## src/rtl/p04_count_tick_gen_if.sv

```systemverilog
// Control/status bundle between board-input conditioning and the p04 counter.
// The master side drives raw controls; the slave side (tick generator)
// returns the strobes and debug status.
interface p04_count_tick_gen_if #(
  parameter int DIV_W = 24
);
  logic             ena;
  logic             run;
  logic             step_btn;
  logic             clear_btn;
  logic             count_en;
  logic             clear_pulse;
  logic             step_level;
  logic [DIV_W-1:0] tick_phase;

  modport master (
    output ena, run, step_btn, clear_btn,
    input  count_en, clear_pulse, step_level, tick_phase
  );

  modport slave (
    input  ena, run, step_btn, clear_btn,
    output count_en, clear_pulse, step_level, tick_phase
  );
endinterface

```

## src/rtl/p04_count_tick_gen.sv

```systemverilog
// p04 tick generator: synchronizes and debounces the step/clear buttons,
// runs the free-run prescaler, and emits registered one-cycle strobes.
// Lane 0 = step button, lane 1 = clear button.

// Per-button debouncer: level follows s only after DB_CYCLES consecutive
// enabled samples that disagree with the current level.
module p04_debounce #(
  parameter int DB_CYCLES = 50000,
  parameter int DB_W      = 16
) (
  input  logic clk,
  input  logic rst,
  input  logic ena,
  input  logic s,
  output logic level
);
  logic [DB_W-1:0] cnt;

  // Stability counter; any agreeing sample restarts the count.
  always_ff @(posedge clk or posedge rst) begin
    if (rst) begin
      level <= 1'b0;
      cnt   <= '0;
    end else if (ena) begin
      if (s == level) begin
        cnt <= '0;
      end else if (cnt == DB_W'(DB_CYCLES - 1)) begin
        level <= s;
        cnt   <= '0;
      end else begin
        cnt <= cnt + 1'b1;
      end
    end
  end
endmodule

module p04_count_tick_gen #(
  parameter int DIV       = 10000000,
  parameter int DIV_W     = 24,
  parameter int DB_CYCLES = 50000,
  parameter int DB_W      = 16
) (
  input logic            clk,
  input logic            rst,
  p04_count_tick_gen_if.slave bus
);
  localparam int NUM_LANES = 2;

  logic [NUM_LANES-1:0] btn, sync1, sync2, level, prev, edg;
  logic [DIV_W-1:0]     pcnt;
  logic                 clr_edge, step_edge, tick;
  logic                 count_en_q, clear_pulse_q;

  assign btn = {bus.clear_btn, bus.step_btn};

  // Two-flop synchronizers; they keep sampling even while the tile is frozen.
  always_ff @(posedge clk or posedge rst) begin
    if (rst) begin
      sync1 <= '0;
      sync2 <= '0;
    end else begin
      sync1 <= btn;
      sync2 <= sync1;
    end
  end

  p04_debounce #(
    .DB_CYCLES(DB_CYCLES),
    .DB_W     (DB_W)
  ) u_db [NUM_LANES-1:0] (
    .clk  (clk),
    .rst  (rst),
    .ena  (bus.ena),
    .s    (sync2),
    .level(level)
  );

  // Edge history only advances when enabled, so a rising level seen just
  // before a freeze is still delivered once ena returns.
  always_ff @(posedge clk or posedge rst) begin
    if (rst) prev <= '0;
    else if (bus.ena) prev <= level;
  end

  assign edg       = level & ~prev;
  assign step_edge = edg[0];
  assign clr_edge  = edg[1];
  // Clear restarts the period, so a wrap coinciding with it is not a tick.
  assign tick      = bus.run & (pcnt == DIV_W'(DIV - 1)) & ~clr_edge;

  // Prescaler: held at zero while stopped, restarted by a clear.
  always_ff @(posedge clk or posedge rst) begin
    if (rst) begin
      pcnt <= '0;
    end else if (bus.ena) begin
      if (!bus.run || clr_edge)          pcnt <= '0;
      else if (pcnt == DIV_W'(DIV - 1))  pcnt <= '0;
      else                               pcnt <= pcnt + 1'b1;
    end
  end

  // Registered strobes; clear wins, and tick+step merge into one pulse.
  always_ff @(posedge clk or posedge rst) begin
    if (rst) begin
      count_en_q    <= 1'b0;
      clear_pulse_q <= 1'b0;
    end else begin
      clear_pulse_q <= bus.ena & clr_edge;
      count_en_q    <= bus.ena & ~clr_edge & (tick | step_edge);
    end
  end

  assign bus.count_en    = count_en_q;
  assign bus.clear_pulse = clear_pulse_q;
  assign bus.step_level  = level[0];
  assign bus.tick_phase  = pcnt;
endmodule
```

## src/flat_wrapper.sv

```systemverilog
// flat-port wrapper written by rule: the top's interface ports become plain ports
module p04_count_tick_gen_flat 
#(
  parameter int DIV       = 10000000,
  parameter int DIV_W     = 24,
  parameter int DB_CYCLES = 50000,
  parameter int DB_W      = 16
)
  (clk, rst, bus_ena, bus_run, bus_step_btn, bus_clear_btn, bus_count_en, bus_clear_pulse, bus_step_level, bus_tick_phase);
  p04_count_tick_gen_if #(.DIV_W(DIV_W)) bus_i ();
  input logic clk;
  input logic rst;
  input wire logic [$bits(bus_i.ena)-1:0] bus_ena;
  input wire logic [$bits(bus_i.run)-1:0] bus_run;
  input wire logic [$bits(bus_i.step_btn)-1:0] bus_step_btn;
  input wire logic [$bits(bus_i.clear_btn)-1:0] bus_clear_btn;
  output wire logic [$bits(bus_i.count_en)-1:0] bus_count_en;
  output wire logic [$bits(bus_i.clear_pulse)-1:0] bus_clear_pulse;
  output wire logic [$bits(bus_i.step_level)-1:0] bus_step_level;
  output wire logic [$bits(bus_i.tick_phase)-1:0] bus_tick_phase;
  assign bus_i.ena = bus_ena;
  assign bus_i.run = bus_run;
  assign bus_i.step_btn = bus_step_btn;
  assign bus_i.clear_btn = bus_clear_btn;
  assign bus_count_en = bus_i.count_en;
  assign bus_clear_pulse = bus_i.clear_pulse;
  assign bus_step_level = bus_i.step_level;
  assign bus_tick_phase = bus_i.tick_phase;
  p04_count_tick_gen #(.DIV(DIV), .DIV_W(DIV_W), .DB_CYCLES(DB_CYCLES), .DB_W(DB_W)) u_core (.clk(clk), .rst(rst), .bus(bus_i));
endmodule
```

## config.mk

```make
export PLATFORM = sky130hd
export DESIGN_NAME = p04_count_tick_gen_flat
export DESIGN_NICKNAME = d
export VERILOG_FILES = /design/src/rtl/p04_count_tick_gen_if.sv /design/src/rtl/p04_count_tick_gen.sv /design/src/flat_wrapper.sv
export SDC_FILE = /design/constraint.sdc
export NUM_CORES = 1
export LEC_CHECK = 0
export ABC_AREA = 1
export BUFFER_PORTS_ARGS = -buffer_cell sky130_fd_sc_hd__buf_2
export CAP_MARGIN = 20
export CORE_AREA = 3 3 89 91
export CTS_BUF_LIST = sky130_fd_sc_hd__clkbuf_16
export DETAILED_ROUTE_END_ITERATION = 8
export DIE_AREA = 0 0 92 94
export PLACE_DENSITY = 0.75
export RECOVER_POWER = 50
export SLEW_MARGIN = 20
export SYNTH_ARGS = -nofsm -noshare
export SYNTH_HDL_FRONTEND = slang
export SYNTH_SLANG_ARGS = --single-unit
```

## constraint.sdc

```tcl
create_clock -name clk -period 1.7 [get_ports clk]
set_input_delay 0.085 -clock clk [delete_from_list [all_inputs] [get_ports clk]]
set_output_delay 0.085 -clock clk [all_outputs]
set_load 0.05 [all_outputs]
```

; ---- After elaboration in Yosys (flattened, before gate mapping)
; Cells that the tools add are included.
[word_totals]
register_bits = 66
in_bits = 6
output_inout_bits = 27
wordCells = 39
[classes]
add_sub_neg = 3
eq_ne = 5
n_mux = 6
n_bitwise = 11
reduce_logical = 4
[ops]
columns = op, count
row1 = $mux 16, 4
row2 = $mux 24, 2
row3 = $add 16x1->16 const B, 2
row4 = $eq 16x16->1 const B, 2
row5 = $add 24x1->24 const B, 1
row6 = $eq 24x24->1 const B, 1
row7 = $reduce_and 3->1, 2
row8 = $and 1x1->1, 5
row9 = $not 1->1, 3
row10 = $and 2x2->2, 1
row11 = $eq 1x1->1, 2
row12 = $not 2->2, 1
row13 = $logic_not 1->1, 1
row14 = $logic_or 1x1->1, 1
row15 = $or 1x1->1, 1

; ---- Logic depth before layout (Yosys ltp)
[depth]
ltp_word = 6
depth_mapped = 9
ltp_nobuf = 9

; ---- Modules after synthesis
; A second synthesis with hierarchy kept.
[hier_totals]
hier_cells = 538
area_unflattened_um2 = 3895.0
[modules_own_cells]
columns = module, instances, cells_per_inst, area_each_um2, seq_area_each_um2
row1 = p04_debounce, 2, 151, 1071.0, 425.4
row2 = p04_count_tick_gen, 1, 236, 1752.9, 800.8

; ---- Worst setup path after synthesis
; OpenSTA, ideal clock, no wires.
[synth_path]
path_type = flip-flop to flip-flop
start = reg u_core.pcnt[1], in the netlist u_core.bus.tick_phase[1]
end = reg u_core.pcnt[15], in the netlist u_core.bus.tick_phase[15]
setup_ps = 117
arrival_time_ps = 1865
slack_ps = -282
stages_incl_launch_ff = 10
period_less_slack_ps = 1982
cell_sequence = dfrtp_1 -> ha_1 -> nand2_2 -> nor2_4 -> nand2_2 -> nor2_4 -> nand2_4 -> a21oi_4 -> buf_6 -> nor2_2
[synth_via]
elab_chain_cells = 3
[synth_lines]
columns = element, line
row1 = "start, declared", p04_count_tick_gen.sv:50  ; logic [DIV_W-1:0] pcnt;
row2 = "start signal, assigned", p04_count_tick_gen.sv:98  ; else pcnt <= pcnt + 1'b1;
row3 = $add 24x1->24 / $eq 24x24->1 (equally long branches), "p04_count_tick_gen.sv:98, p04_count_tick_gen.sv:97"
row4 = $mux 24 (*), p04_count_tick_gen.sv:97  ; else if (pcnt == DIV_W'(DIV - 1)) pcnt <= '0;
row5 = $mux 24 (*), p04_count_tick_gen.sv:96  ; if (!bus.run || clr_edge) pcnt <= '0;
; Every way passes the cells marked *; elsewhere a longest branch is shown, timed or not.
; A chain may end at the register's enable or synchronous reset.

; ---- Final worst setup path
[layout_path]
start = reg u_core.pcnt[1], in the netlist u_core.bus.tick_phase[1]
end = reg u_core.pcnt[19], in the netlist u_core.bus.tick_phase[19]
; The elaborated chain is that of the path after synthesis.

==> flow_summary.toml <==
[outcome]
status = "complete, no violations"

[min_path]
min_path_type = "primary input to flip-flop"
worstHoldStart = "bus_ena"

[grt]
grt_max_degree = 52
antenna_found_initial = 0
grt-ovfl-total = 0
grt_pass1_wl_mm = 15.7
grt_usage_pct = 22.6
grt_pass1_vias = 3498

[finish]
diodes = 0
layout.cells.non_filler = 692
fin_area_um2 = 4620
drive_gt1_share_pct = 16.7
utilization_pct = 64.0
n_fill_cell = 663
final_net_count = 597
syn_to_final_growth_pct = 19.2

[cts]
cts_setup_buffers = 0
clk_path_buf_depth = 2
numClockSinks = 66
cts_root_buf = "clkbuf_16"
path_clk_slew_ps = 60
numCtsBuffers = 9
worstSkewPairLatency_ps = 330
htreeDepth = 3
cts_tree = "built"

[timing]
grt_setup_unrepaired = "false"
timing.final.ws_setup_ps = 116
slew_headroom_pct = 51.4
fmax_ghz = 0.631
maxSlewViolCount = 0
hold_viol = 0
setup_violations = 0
worst_slew_pin_slew_ps = 724
finalCriticalPeriod_ps = 1580
finalCritPeriodShare_pct = 93.2
whs_ps = 73.5
finClkSkew_ps = 8.85

[routing]
vias_per_cell = 5.20
wl_mm = 9.03
num_vias = 3596
routedWlPerCell_um = 13.1
ant_nets = 0
dr.pass1.iters = 5
drt_drc_violations_left = 0
first_iter_violations = 252

[worst_setup_path]
crit_required_ps = 1910
slowest_stage = "dfrtp_2"
r2r-start = "u_core.bus.tick_phase[1]$_DFFE_PP0P_"
worstSetupEndpointType = "flip-flop"
critPathLaunch = "u_core.bus.tick_phase[1]$_DFFE_PP0P_"
arrival_ps = 1800
crit_type = "flip-flop to flip-flop"
cp_max_fo = 16
crit_chain = "ha_4 > nand2_4 > nor2_4 > nand2_2 > nor2_4 > nand2_4 > a21oi_4 > buf_12 > nor2_1"
cpPeakStageDelay_ps = 410
worst_setup_path_start_kind = "flip-flop"

[placement]
gp_congestion = 0.909
place_inst = 673
dp_hpwl_mm = 6.55
dpl_cell_area_um2 = 4270
place_worst_setup_slack_ps = 58.5
io_buffers = 32

[synthesis]
ys_types = 31
synth_cells = 538
seq_area_frac_synth_pct = 42.6
syn_area_um2 = 3870
syn_nets = 547
ys_seq_elements = 66
yosysWarnings = 0
synth.avg_cell_area_um2 = 7.20

[floorplanning]
io_pins = 33
start_util_pct = 53.7
rows = 31
die-area_um2 = 8650
die_w_um = 92
core_area_um2 = 7210
fp.dieH_um = 94

[power_and_ir_drop]
ir_drop_uv = 568
p_leak_nw = 2.22
p_per_area_nw_per_um2 = 826

[run]
maxCapViolCount = 0
[cell usage after synthesis]
| master | count | area [um2] |
|---|---|---|
| nand2_1 | 154 | 578 |
| nor2_1 | 70 | 263 |
| dfrtp_1 | 66 | 1650 |
| inv_1 | 61 | 229 |
| nand3_1 | 48 | 240 |
| o21ai_0 | 24 | 120 |
| nand4_1 | 22 | 138 |
| xor2_1 | 15 | 131 |
| nor2_2 | 14 | 87.6 |
| nor3_1 | 12 | 60.1 |
| inv_2 | 8 | 30.0 |
| a21oi_1 | 6 | 30.0 |
| clkbuf_1 | 4 | 15.0 |
| ha_1 | 3 | 37.5 |
| nand2_4 | 3 | 33.8 |
| nor2_4 | 3 | 33.8 |
| o21ai_1 | 3 | 15.0 |
| xnor2_1 | 3 | 26.3 |
| buf_1 | 2 | 7.51 |
| buf_2 | 2 | 10.0 |
| nand2_2 | 2 | 12.5 |
| nand3b_1 | 2 | 15.0 |
| o21bai_1 | 2 | 15.0 |
| o22ai_1 | 2 | 12.5 |
| a21oi_4 | 1 | 16.3 |
| a31oi_1 | 1 | 6.26 |
| buf_6 | 1 | 11.3 |
| nand3_4 | 1 | 17.5 |
| nor3_4 | 1 | 16.3 |
| o211ai_1 | 1 | 7.51 |
| o31ai_1 | 1 | 7.51 |
[metrics by stage]
stage | total power (W) | setup TNS, ps
after floorplan | 0.00180 | -96.8
after global placement | 0.00186 | 0
after detailed placement | 0.00187 | 0
after CTS | 0.00384 | 0
after global routing | 0.00396 | 0
final | 0.00382 | 0
[worst max-delay path: cells and delay by family (launching register included)]
family | cells | cell delay, ps
buf+inv | 1 | 170
flops | 1 | 410
fa+ha+maj | 1 | 170
simple gates | 6 | 530
compound gates | 1 | 170
[cells in the final DEF (no fill, tap or decap), types with 2 or more instances in the layout]
| cell type | instances |
|---|---|
| xnor2_1 | 3 |
| o21bai_1 | 2 |
| nor2_1 | 69 |
| buf_4 | 11 |
| nor2_2 | 13 |
| nor2_4 | 5 |
| clkinvlp_4 | 2 |
| o21ai_0 | 24 |
| xor2_1 | 15 |
| nand4_1 | 22 |
| dlygate4sd3_1 | 3 |
| nand3_1 | 48 |
| buf_12 | 2 |
| o21ai_1 | 3 |
| buf_2 | 26 |
| nor3_1 | 12 |
| dfrtp_2 | 8 |
| inv_1 | 60 |
| nand3b_1 | 2 |
| nand2_4 | 4 |
| clkbuf_1 | 6 |
| inv_2 | 8 |
| clkinv_2 | 2 |
| bufinv_16 | 2 |
| a21oi_1 | 6 |
| o22ai_1 | 2 |
| nand2_1 | 154 |
| dfrtp_1 | 58 |
| clkbuf_16 | 9 |
| ha_1 | 2 |
[repair_timing]
action / 4_1_cts / 5_1_grt
endpoints found under the setup margin: 0 / 18
endpoints found under the hold margin: 17 / 0
gates resized for setup: 0 / 3
hold buffers: 3 / 0
[state kept, by name (all words and copies together), names as in the netlist]
register	flops
u_core.bus.clear_pulse	1
u_core.bus.count_en	1
u_core.bus.tick_phase	24
u_core.prev	2
u_core.sync1	2
u_core.sync2	2
u_core.u_db.cnt	32
u_core.u_db.level	2
[routing by layer]
| layer | track usage, % | wire length [um] | vias to the layer above |
|---|---|---|---|
| met2 | 39.3 | 4540 | 70 |
| met3 | 3.93 | 314 | 12 |
| met4 | 7.18 | 128 | 0 |
| met1 | 28.8 | 4050 | 1687 |
| met5 | 0 | 0 | - |
| li1 | - | - | 1827 |
[cells by family (layout without fill, tap and decap cells)]
family | after synthesis | after routing | share of synthesized area, %
AOI/OAI and AO/OA | 41 | 41 | 5.94
adders and majority gates | 3 | 3 | 0.969
buffers and inverters | 78 | 133 | 7.81
DFF | 66 | 66 | 42.6
xor gates and xnor gates | 18 | 18 | 4.07
and+or+nand+nor | 332 | 332 | 38.6
[power breakdown]
group | switching, W | internal [W]
Combinational | 0.000149 | 0.0000616
Clock | 0.000694 | 0.00128
Sequential | 0.0000296 | 0.00160
Total | 0.000873 | 0.00294
[final cells by class]
type	instances	area (um2)	area share, %
clock buffer	9	225	4.87
multi-input combinational	394	1950	42.2
timing repair buffer	48	305	6.61
sequential	66	1660	36.0
clock inverter	7	93.8	2.03
tap	99	124	2.68
inverter	69	260	5.63
[path summary, 6_finish.rpt]
path                                                              end  slack, ps  depth (start not counted)
worst max-delay path            u_core.bus.tick_phase[19]$_DFFE_PP0P_        120                          9
min in group asynchronous           u_core.u_db[0].cnt[0]$_DFFE_PP0P_        370                          3
max in group asynchronous           u_core.u_db[1].cnt[7]$_DFFE_PP0P_        640                          4
worst max register to register  u_core.bus.tick_phase[19]$_DFFE_PP0P_        120                          9
worst min register to register              u_core.sync2[0]$_DFF_PP0_        350                          0
worst min-delay path             u_core.bus.tick_phase[4]$_DFFE_PP0P_         70                          2
(Power assumes the default switching activity.)
